$ cat src/rtl/uart_sender.sv
// UART transmitter, 8N1 frame on tx, one byte per accepted start request.
// Optional even-parity bit between data and stop: define SENDER_PARITY_EN.
module uart_sender #(
    parameter int unsigned CLK_FREQ     = 50_000_000,
    parameter int unsigned BAUD_RATE    = 9600,
    parameter int unsigned CLKS_PER_BIT = CLK_FREQ / BAUD_RATE
) (
    input  logic [7:0] datain,
    input  logic       start,
    input  logic       clk,
    input  logic       rstn,
    output logic       tx,
    output logic       busy
);

    localparam int unsigned CNT_W = (CLKS_PER_BIT > 1) ? $clog2(CLKS_PER_BIT) : 1;
    localparam logic [CNT_W-1:0] CNT_LAST = CNT_W'(CLKS_PER_BIT - 1);

    typedef enum logic [2:0] {
        IDLE,
        START,
        DATA,
        PARITY,
        STOP
    } state_t;

    state_t           r_state, w_state;
    logic [CNT_W-1:0] r_cnt, w_cnt;
    logic [2:0]       r_bit_idx, w_bit_idx;
    logic [7:0]       r_shift, w_shift;
    logic             r_tx, w_tx;
    logic             r_busy, w_busy;
    logic             w_bit_end;
`ifdef SENDER_PARITY_EN
    logic             r_parity, w_parity;
`endif

    assign w_bit_end = (r_cnt == CNT_LAST);
    assign tx        = r_tx;
    assign busy      = r_busy;

    always_ff @(posedge clk or negedge rstn) begin
        if (!rstn) begin
            r_state   <= IDLE;
            r_cnt     <= '0;
            r_bit_idx <= '0;
            r_shift   <= '0;
            r_tx      <= 1'b1;
            r_busy    <= 1'b0;
`ifdef SENDER_PARITY_EN
            r_parity  <= 1'b0;
`endif
        end else begin
            r_state   <= w_state;
            r_cnt     <= w_cnt;
            r_bit_idx <= w_bit_idx;
            r_shift   <= w_shift;
            r_tx      <= w_tx;
            r_busy    <= w_busy;
`ifdef SENDER_PARITY_EN
            r_parity  <= w_parity;
`endif
        end
    end

    // tx is registered one bit ahead: each boundary loads the next level so the
    // pin changes exactly on the bit edge with no combinational path from start.
    always_comb begin
        w_state   = r_state;
        w_cnt     = w_bit_end ? '0 : r_cnt + 1'b1;
        w_bit_idx = r_bit_idx;
        w_shift   = r_shift;
        w_tx      = r_tx;
        w_busy    = r_busy;
`ifdef SENDER_PARITY_EN
        w_parity  = r_parity;
`endif
        case (r_state)
            IDLE: begin
                w_tx   = 1'b1;
                w_busy = 1'b0;
                w_cnt  = '0;
                if (start && !r_busy) begin
                    w_state   = START;
                    w_shift   = datain;
                    w_bit_idx = '0;
                    w_tx      = 1'b0;
                    w_busy    = 1'b1;
`ifdef SENDER_PARITY_EN
                    w_parity  = ^datain;
`endif
                end
            end
            START: begin
                if (w_bit_end) begin
                    w_state = DATA;
                    w_tx    = r_shift[0];
                    w_shift = {1'b0, r_shift[7:1]};
                end
            end
            DATA: begin
                if (w_bit_end) begin
                    if (r_bit_idx == 3'd7) begin
`ifdef SENDER_PARITY_EN
                        w_state = PARITY;
                        w_tx    = r_parity;
`else
                        w_state = STOP;
                        w_tx    = 1'b1;
`endif
                    end else begin
                        w_bit_idx = r_bit_idx + 3'd1;
                        w_tx      = r_shift[0];
                        w_shift   = {1'b0, r_shift[7:1]};
                    end
                end
            end
`ifdef SENDER_PARITY_EN
            PARITY: begin
                if (w_bit_end) begin
                    w_state = STOP;
                    w_tx    = 1'b1;
                end
            end
`endif
            STOP: begin
                if (w_bit_end) begin
                    w_state = IDLE;
                    w_tx    = 1'b1;
                    w_busy  = 1'b0;
                end
            end
            default: begin
                w_state = IDLE;
                w_tx    = 1'b1;
                w_busy  = 1'b0;
                w_cnt   = '0;
            end
        endcase
    end

endmodule

$ cat config.mk
export PLATFORM = sky130hd
export DESIGN_NAME = uart_sender
export DESIGN_NICKNAME = d
export VERILOG_FILES = /design/src/rtl/uart_sender.sv
export SDC_FILE = /design/constraint.sdc
export NUM_CORES = 1
export LEC_CHECK = 0
export ABC_AREA = 1
export CAP_MARGIN = 0
export CORE_MARGIN = 2
export CORE_UTILIZATION = 60
export CTS_CLUSTER_DIAMETER = 150
export CTS_CLUSTER_SIZE = 10
export DETAILED_ROUTE_END_ITERATION = 6
export PLACE_DENSITY = 0.82
export SLEW_MARGIN = 5
export SYNTH_ARGS = -nofsm -noshare
export SYNTH_HDL_FRONTEND = slang
export SYNTH_SLANG_ARGS = --single-unit
$ cat constraint.sdc
create_clock -name clk -period 4.18 [get_ports clk]
set_clock_uncertainty 0.05 [all_clocks]
set_input_delay 0.836 -clock clk [delete_from_list [all_inputs] [get_ports clk]]
set_output_delay 0.836 -clock clk [all_outputs]
set_load 0.005 [all_outputs]
Yosys cells after proc, flatten, opt, wreduce, memory -nomap -nowiden:

Index checks and enable logic that the tools add are counted.
Widths: inputs -> output; s select.

* bits in registers: 29
* input port bits: 11
* output and inout port bits: 2
* word-level logic and storage cells: 58

* $add $sub $neg: 2
* equality and inequality tests: 11
* multiplexer cells: 26
* bitwise operators: 1
* reduce and logical (&&, ||, !) cells: 12

Operators by type and width (number)
* $mux 8: 4
* $mux 13: 2
* $mux 3: 8
* $pmux 8 s3: 1
* $add 13x1->13 const B: 1
* $eq 13x13->1 const B: 1
* $ne 2x2->1 const B: 6
* $pmux 3 s4: 1
* $reduce_and 5->1: 2
* $mux 1: 7
* $eq 3x3->1 const B: 2
* $pmux 3 s2: 1
* $pmux 1 s4: 1
* $reduce_and 4->1: 1
* $add 3x1->3 const B: 1
* $eq 3x1->1 const B: 1
* $eq 3x2->1 const B: 1
* $logic_not 3->1: 1
* $pmux 1 s3: 1
* $reduce_and 3->1: 1
* $reduce_bool 3->1: 1
* $reduce_or 3->1: 1
* $reduce_and 2->1: 1
* $reduce_bool 2->1: 1
* 4 further kinds: 4

Logic depth before layout (Yosys ltp):

Gate-level depths: netlist of run 1.

* word-level depth: 4
* gate-level depth with buffers: 10
* mapped depth without buffers: 10

Worst setup path before layout of run 1:

Ideal clock, no wire load.

* kind: reg-to-reg
* start: register r_bit_idx[0]
* end: register r_shift[0]
* setup time: 0.116 ns
* data arrival time: 1.420 ns
* required time: 4.014 ns
* setup slack: 2.593 ns
* cell stages (with the launch flop): 9
* path buffers: 0
* path through: dfrtp_1 -> ha_1 -> ha_1 -> o21ai_0 -> nand2_1 -> a21oi_4 -> nand2_4 -> nand2_1 -> nand2_1

* longest elaborated chain between the ends: 3

RTL lines
* start: declaration: line 29 `logic [2:0] r_bit_idx, w_bit_idx;`
* start signal: assignment: line 56 `r_bit_idx <= w_bit_idx;`
* $eq 3x3->1: line 103 `if (r_bit_idx == 3'd7) begin`
* $ne 2x2->1 (no line)
* $reduce_and 5->1 (no line)
* end signal: assignment: line 57 `r_shift <= w_shift;`
* end: declaration: line 30 `logic [7:0] r_shift, w_shift;`

Every way passes these cells.
A chain may end at the register's enable or synchronous reset.

Worst setup path after layout of run 1:

* start: register r_tx, in the netlist tx
* end: output tx

RTL lines
* start: declaration: line 31 `logic r_tx, w_tx;`
* start signal: assignment: line 58 `r_tx <= w_tx;`
* end: declaration: line 12 `output logic tx,`

No word-level cell between the ends.

==> results of run 1 <==
-- cell usage after synthesis (3+ instances only) --
cell / instances
sky130_fd_sc_hd__dfrtp_1: 28
sky130_fd_sc_hd__nand3_1: 13
sky130_fd_sc_hd__nor3_1: 4
sky130_fd_sc_hd__inv_1: 20
sky130_fd_sc_hd__nand2_1: 84
sky130_fd_sc_hd__nand2_2: 3
sky130_fd_sc_hd__ha_1: 3
sky130_fd_sc_hd__nor2_1: 23
sky130_fd_sc_hd__xor2_1: 4
sky130_fd_sc_hd__inv_2: 4
sky130_fd_sc_hd__a21oi_4: 3
-- metal layers --
layer  track usage, %  vias up
met2             41.8       40
met5                0        -
met3             4.42        8
met4             11.8        0
met1             27.0      667
li1                 -      690
-- tightest hold or removal path, cell delays in order (launching register included) --
cell,delay (ns)
sky130_fd_sc_hd__dfrtp_1,0.35
sky130_fd_sc_hd__nand2_1,0.06
sky130_fd_sc_hd__nand2_1,0.05
-- worst paths after layout --
path | slack, ns | end | from
worst max register to register | 2.23 | r_cnt[10] | r_state[2]
max in group asynchronous | 2.93 | tx | rstn
min in group asynchronous | 0.81 | r_cnt[3] | rstn
worst min-delay path | 0.44 | r_shift[4] | r_shift[4]
worst min register to register | 0.44 | r_shift[4] | r_shift[4]
worst max-delay path | 1.92 | tx | tx
-- power by group --
group          leakage, uW  internal [uW]  switching [uW]
logic             0.000525            187             399
registers         0.000384            362            54.8
clock network    0.0000326           82.8            95.8
total             0.000942            632             549
-- per-stage QoR --
stage / setup WS, ns / total power, uW / util [%] / hold slack [ns]
after floorplan: 2.59 / 868 / - / 0.383
after global placement: 1.99 / 964 / 70.2 / 0.394
after detailed placement: 1.95 / 1000 / 70.2 / 0.410
after CTS: 1.92 / 1180 / 72.5 / 0.431
after global routing: 1.91 / 1270 / 72.5 / 0.470
final: 1.92 / 1180 / 72.5 / 0.436
-- cell families (layout without fill, tap and decap cells) --
family	Yosys count	count (layout)	synth area share (%)
AOI/OAI and AO/OA	9	9	5.06
adders and majority gates	3	3	2.33
buffers and inverters	27	46	7.08
and+or+nand+nor	139	139	38.1
xor gates and xnor gates	4	4	2.18
DFF	29	29	45.2
-- cell type report --
class / count / area share, %
Multi-Input combinational cell: 155 / 42.3
Timing Repair Buffer: 13 / 7.04
Sequential cell: 29 / 40.1
Clock buffer: 8 / 3.24
Tap cell: 30 / 2.07
Inverter: 25 / 5.24
-- registers in the layout (all words and copies together) (netlist names) --
register,flops
r_state,3
tx,1
r_shift,8
r_cnt,13
r_bit_idx,3
busy,1
==> results.txt, run 1 <==
After global routing the overflow that remains totals 0. In this run, synthesis produced a sequential element count of 29. The routed wire length per instance came out at 12.9 um. The number of hold-slack violations in the final timing report came out at 0. The number of buffers between clock root and the deepest sink came out at 2. The detailed-routed wire length on met2 is 1.77 mm. For the final routed database, the setup TNS stands at 0 ns. The post-route netlist has 11.3% of its cells at a drive strength greater than 1. The synthesized design contains 0 enable-type register cells. Setup violations remaining at the end of the flow were counted as 0. The number of port buffers is 12. The min-delay analysis places its worst path in the category reg -> reg. The area of the die is approximately 0.0031 sq mm. The vias per cell came out at 5.40.

The minimum clock period after layout is 2.26 ns. The filler-free cell count of the finished design came out at 260. Summing all multi-input logic gate instances after layout gives 767 sq um. The cell depth of the worst hold path came out at 2. The worst setup path is launched from a register. The netlist area before placement came out at 0.00161 sq mm. The first-pass GRT wire length is 5.63 mm. The proportion of synthesized chip area in sequential cells is 45.2%. Summed over its instances, the top area cell type makes up between 40% and 50% of the synthesized netlist area. Across the whole layout, storage elements account for approximately 730 sq um. The slowest stage of the critical path is the sky130_fd_sc_hd__dfstp_2 cell. The cell count along the critical path is 1.

In this run, placement finished with an instance count of around 250. TritonCTS built the clock tree. The pin count of the biggest net entering global routing is 30.

Routability-driven placement finished with a final weighted congestion of 0.849. The signal on the critical path passes through clkdlybuf4s50_1. Synthesis produced a netlist whose cell count is roughly 210. The total of hold buffers inserted after clock tree synthesis came out at 0.

Setup repair after global routing left no endpoint under its margin. The count of standard-cell rows came out at 18. The synthesized area per cell is 7.62 sq um. Across the run, the number of max-cap violations was 0. The filler cells instantiated in the layout total 195. The buffer type at the clock tree root is sky130_fd_sc_hd__clkbuf_4. The effective utilization at floorplan is 64.3%.

The worst reg-to-reg path cell count came out at 9. The number of detailed-routing iterations run before antenna repair is 4. The aggregate routed wire length came out at about 3.4 mm. The number of setup buffers added after CTS came out at 0.

The layout overhead on the synthesized area came out at 12.8%. The number of gates given a new drive strength after cts is 0. In the synthesized netlist the dominant register cell turns out to be sky130_fd_sc_hd__dfrtp_1. 13 I/O pins were placed. Counting flops with an async set or reset pin after synthesis yields a share of 100%. The H-tree depth reported by CTS is 2.

The placed cell area is 0.00175 sq mm. Based on the critical path, the design can be clocked at up to 0.442 GHz. The library cell used most frequently in the layout, excluding fill and tap cells, is sky130_fd_sc_hd__nand2_1.

The critical path is of the reg -> out type. For the worst-skew pair, the clock arrives at the later sink with an insertion delay of ~0.34 ns. The leakage power figure came out at 0.000942 uW. The transition time of the tightest slew-check pin came out at 0.382 ns.

The critical path's largest stage delay is 0.55 ns. Sorting the synthesized cells by area gives the leading types as sky130_fd_sc_hd__dfrtp_1 44%, sky130_fd_sc_hd__nand2_1 20%, sky130_fd_sc_hd__nor2_1 5.4%. Detailed routing placed a total of 138 um of wire on met3. The net count after synthesis came out at roughly 230.

Measured against its own limit, the worst slew margin works out to between 70 and 80%. The core footprint came out at 0.00250 sq mm. The width of the die came out at 55.8 um.

The sum of routed wire segments on met1 is 1.37 mm. The number of antenna cells inserted came out at 0. Global routing used 23.6% of the available tracks across all layers. The dominant delay contributor by cell family on the critical path is flip-flops. The total number of clock tree sinks is 29. The cell taking the most area after synthesis is sky130_fd_sc_hd__dfrtp_1. The worst path uses 54.1% of the clock period. After routing the design area is 0.00181 sq mm. The maximum vdd drop came out at 0.000454 V. The total number of yosys warnings came out at 0. The count of nets left with antenna violations once routing finished came out at 0. The unique cell type count in the Yosys netlist is 28. The flow ran to the end, and the final reports show no timing, DRC or antenna violations. The register clock-pin slew on the reported worst setup and hold paths came out at ~0.080 ns.

The critical path endpoint category is a primary output. The number of antenna violations at the first check in global routing is 0. For this run, design rule violations remaining after detail routing come to 0. The number of global-route vias before repair came to around 1,300.

The total power density per cell area is 652 mW/mm^2. The count of vias placed by the detailed router is 1,405. The vertical extent of the die came out at 55.8 um.

The required time of the critical path came out at 3.29 ns. The highest metal layer carrying signal wires in the routed design is met4. The number of buffer and inverter instances along the worst setup path is 1. In the layout the commonest cells are 84 x sky130_fd_sc_hd__nand2_1, 28 x sky130_fd_sc_hd__dfrtp_1, 23 x sky130_fd_sc_hd__nor2_1. The largest fanout on the critical path came out at 2. The max-slew violation count was 0. The worst path arrival time came out at 1.38 ns. Counting the buffers created by CTS gives 5. The DRC violation total after the first TritonRoute iteration is 93. The HPWL after detailed placement came out at roughly 2.4 mm.

The total number of nets in the final design is between 200 and 250.
No activity file was read; power rests on OpenSTA's default activity.
==> run 2: changes to the inputs <==
CORE_UTILIZATION = 51   (was 60)
PLACE_DENSITY = 0.74   (was 0.82)
clock period = 2.05 ns   (was 4.18 ns; I/O delays follow)
==> results.txt, run 2 (synthesized netlist as in run 1, its figures left out) <==
The flow ran to the end, and the final reports show no timing, DRC or antenna violations. The number of global-route vias before repair is 1,228 (-7.9%). The number of max-cap violations came to 0 (unchanged). The number of antenna cells inserted is 0 (unchanged). The pin count of the biggest net entering global routing came to 30 (unchanged). The critical path starts at tx. The number of gates given a new drive strength after cts was 0 (unchanged). The HPWL after detailed placement is 2.17 mm (-11%). Among cell families on the critical path, the largest total delay comes from flip-flops. The minimum clock period after layout came out at about 1.8 ns. The H-tree depth reported by CTS came to 2 (unchanged). The total number of nets in the final design is 244 (+0.41%).

The total power density per cell area came out at 1310 mW/mm^2 (+100%). The placer's final routability congestion estimate is 0.832 (-2.0%). The number of setup buffers added after CTS was 0 (unchanged). The worst setup path is captured at a primary output.

The total of hold buffers inserted after clock tree synthesis is 0 (unchanged). The library cells used most frequently in the layout, excluding fill and tap cells, are 84 x sky130_fd_sc_hd__nand2_1, 28 x sky130_fd_sc_hd__dfrtp_1, 23 x sky130_fd_sc_hd__nor2_1. The critical path's largest stage delay came out at 0.55 ns (about the same). The required time of the critical path is 1.59 ns (-1.70 ns). The clock tree from TritonCTS is done. The library cell used most frequently in the layout, excluding fill and tap cells, is sky130_fd_sc_hd__nand2_1. The count of vias placed by the detailed router is 1,320 (-6.0%). The TritonCTS buffer count was 5 (unchanged).

The transition time of the tightest slew-check pin is 0.369 ns (-0.0131 ns). The length of routed met3 wiring is 90 um (-35%). The number of hold-slack violations in the final timing report is 0 (unchanged). The core footprint came to 0.00303 sq mm (+21%). The classification of the worst-slack hold path is in -> async. The width of the die came to 60.1 um (+7.9%). The number of detailed-routing iterations run before antenna repair came out at 4 (unchanged). The detailed-routed wire length on met2 is 1.44 mm (-19%). The effective utilization at floorplan was 53.1% (-11 points). The path type of the worst setup path is reg -> out. The number of flip-flops under the largest register name is 13 (unchanged). Among all stages on the critical path, the largest delay is contributed by sky130_fd_sc_hd__dfstp_2.

The aggregate routed wire length is 2.98 mm (-11%). The total number of clock tree sinks is 29 (unchanged). The largest registers in the layout are r_cnt x13, r_shift x8. The max-slew violation count came out at 0 (unchanged). The worst path arrival time is 1.36 ns (-0.02 ns). The worst setup slack before clock tree synthesis came out at 0.244 ns (-1.70 ns). In this run the critical register-to-register path is launched from r_bit_idx[0].

The area of the die is 0.00362 sq mm (+16%). The maximum vdd drop came out at 0.000737 V (+62%). The worst hold margin is 0.408 ns (-0.0275 ns).

The number of buffers between clock root and the deepest sink came out at 2 (unchanged). The sum of routed wire segments on met1 came to 1.39 mm (+1.8%). The number of port buffers is 12 (unchanged).

The clock latency of the later-clocked register in the worst-skew pair came out at 0.33 ns (about the same). The relative slew slack came out at 75.3% (+0.88 points). The number of setup violations in the final report came out at 0 (unchanged). The period utilization came out at 89.0%.

The number of antenna violations at the first check in global routing is 0 (unchanged). The final worst-path setup slack is 0.226 ns (-1.69 ns). The total global routing track utilization was 20.7% (-2.9 points). The fmax is around 0.55 GHz. The total congestion overflow came out at 0 (unchanged).

The post-route antenna net violation count came out at 0 (unchanged). Setup repair after global routing left no endpoint under its margin. r_cnt holds more flip-flops than any other register.

The count of standard-cell rows is 20 (+2). The leakage power figure is 0.000956 uW (+1.5%). The final-layout fill cell count came out at 280 (+44%). The register clock-pin slew on the reported worst setup and hold paths is 0.09 ns (about the same).

The vertical extent of the die came out at 60.1 um (+7.9%). The DRC violation total after the first TritonRoute iteration came to 67 (-28%). The top-level port count came out at 13 (unchanged).

The first-pass GRT wire length came out at 5.33 mm (-5.4%). The share of cells above drive strength 1 came out at 12.6% (+1.2 points). The vias per cell came to 4.80 (-11%). The layout overhead on the synthesized area is 15.0%. The cell sitting at the root of the clock tree is a sky130_fd_sc_hd__clkbuf_4. The aggregate negative setup slack came out at 0 ns (unchanged). The critical path goes through clkdlybuf4s50_1. After detailed routing, no signal wire sits above met4. The worst setup path is launched from a register. The largest fanout on the critical path came out at 2 (unchanged). The remaining routing DRC violations came out at 0 (unchanged). The number of buffer and inverter instances along the worst setup path came to 1 (unchanged). The routed wire length per instance came out at 10.8 um (-16%).
-- run 2: cell count changes in the layout (fill, tap and decap cells not counted) --
cell                       previous run  this run
sky130_fd_sc_hd__buf_4                1         2
sky130_fd_sc_hd__clkbuf_8             1         2
sky130_fd_sc_hd__clkinv_2             1         2
sky130_fd_sc_hd__clkbuf_1             2         0
-- run 2: cell type report --
class | count | area [sq um] | area share [%]
sequential | 29 | 727 | 39.3
inverter | 25 | 95.1 | 5.14
multi-input combinational | 155 | 767 | 41.5
tap | 44 | 55.1 | 2.98
clock inverter | 1 | 5.00 | 0.271
clock buffer | 7 | 65.1 | 3.52
timing repair buffer | 14 | 135 | 7.31
-- run 2: power by group --
group / internal, uW / switching, uW
logic: 398 / 782
registers: 739 / 107
clock network: 199 / 203
-- run 2: through the flow --
stage / total power [uW] / area (sq um) / utilization [%] / cells
final: 2430 / 1850 / 61.1 / 275
after floorplan: 1770 / 1610 / - / 211
after global placement: 2020 / 1780 / 58.8 / 267
after CTS: 2460 / 1850 / 61.1 / 275
after global routing: 2670 / 1850 / 61.1 / 275
after detailed placement: 2050 / 1780 / 58.8 / 267
-- run 2: worst paths after layout --
path / to / slack (ns) / depth (start not counted)
worst max-delay path: tx / 0.23 / 1
worst min-delay path: r_cnt[4] / 0.41 / 2
worst max register to register: r_shift[6] / 0.27 / 8
worst min register to register: r_cnt[0] / 0.43 / 1
max in group asynchronous: tx / 1.23 / 2
min in group clk: r_cnt[0] / 0.43 / 1
-- run 2: metal layers --
layer | GRT usage (%) | vias up
met5 | 0 | -
met4 | 9.52 | 0
met3 | 5.84 | 4
met2 | 33.4 | 22
met1 | 25.4 | 604
li1 | - | 690
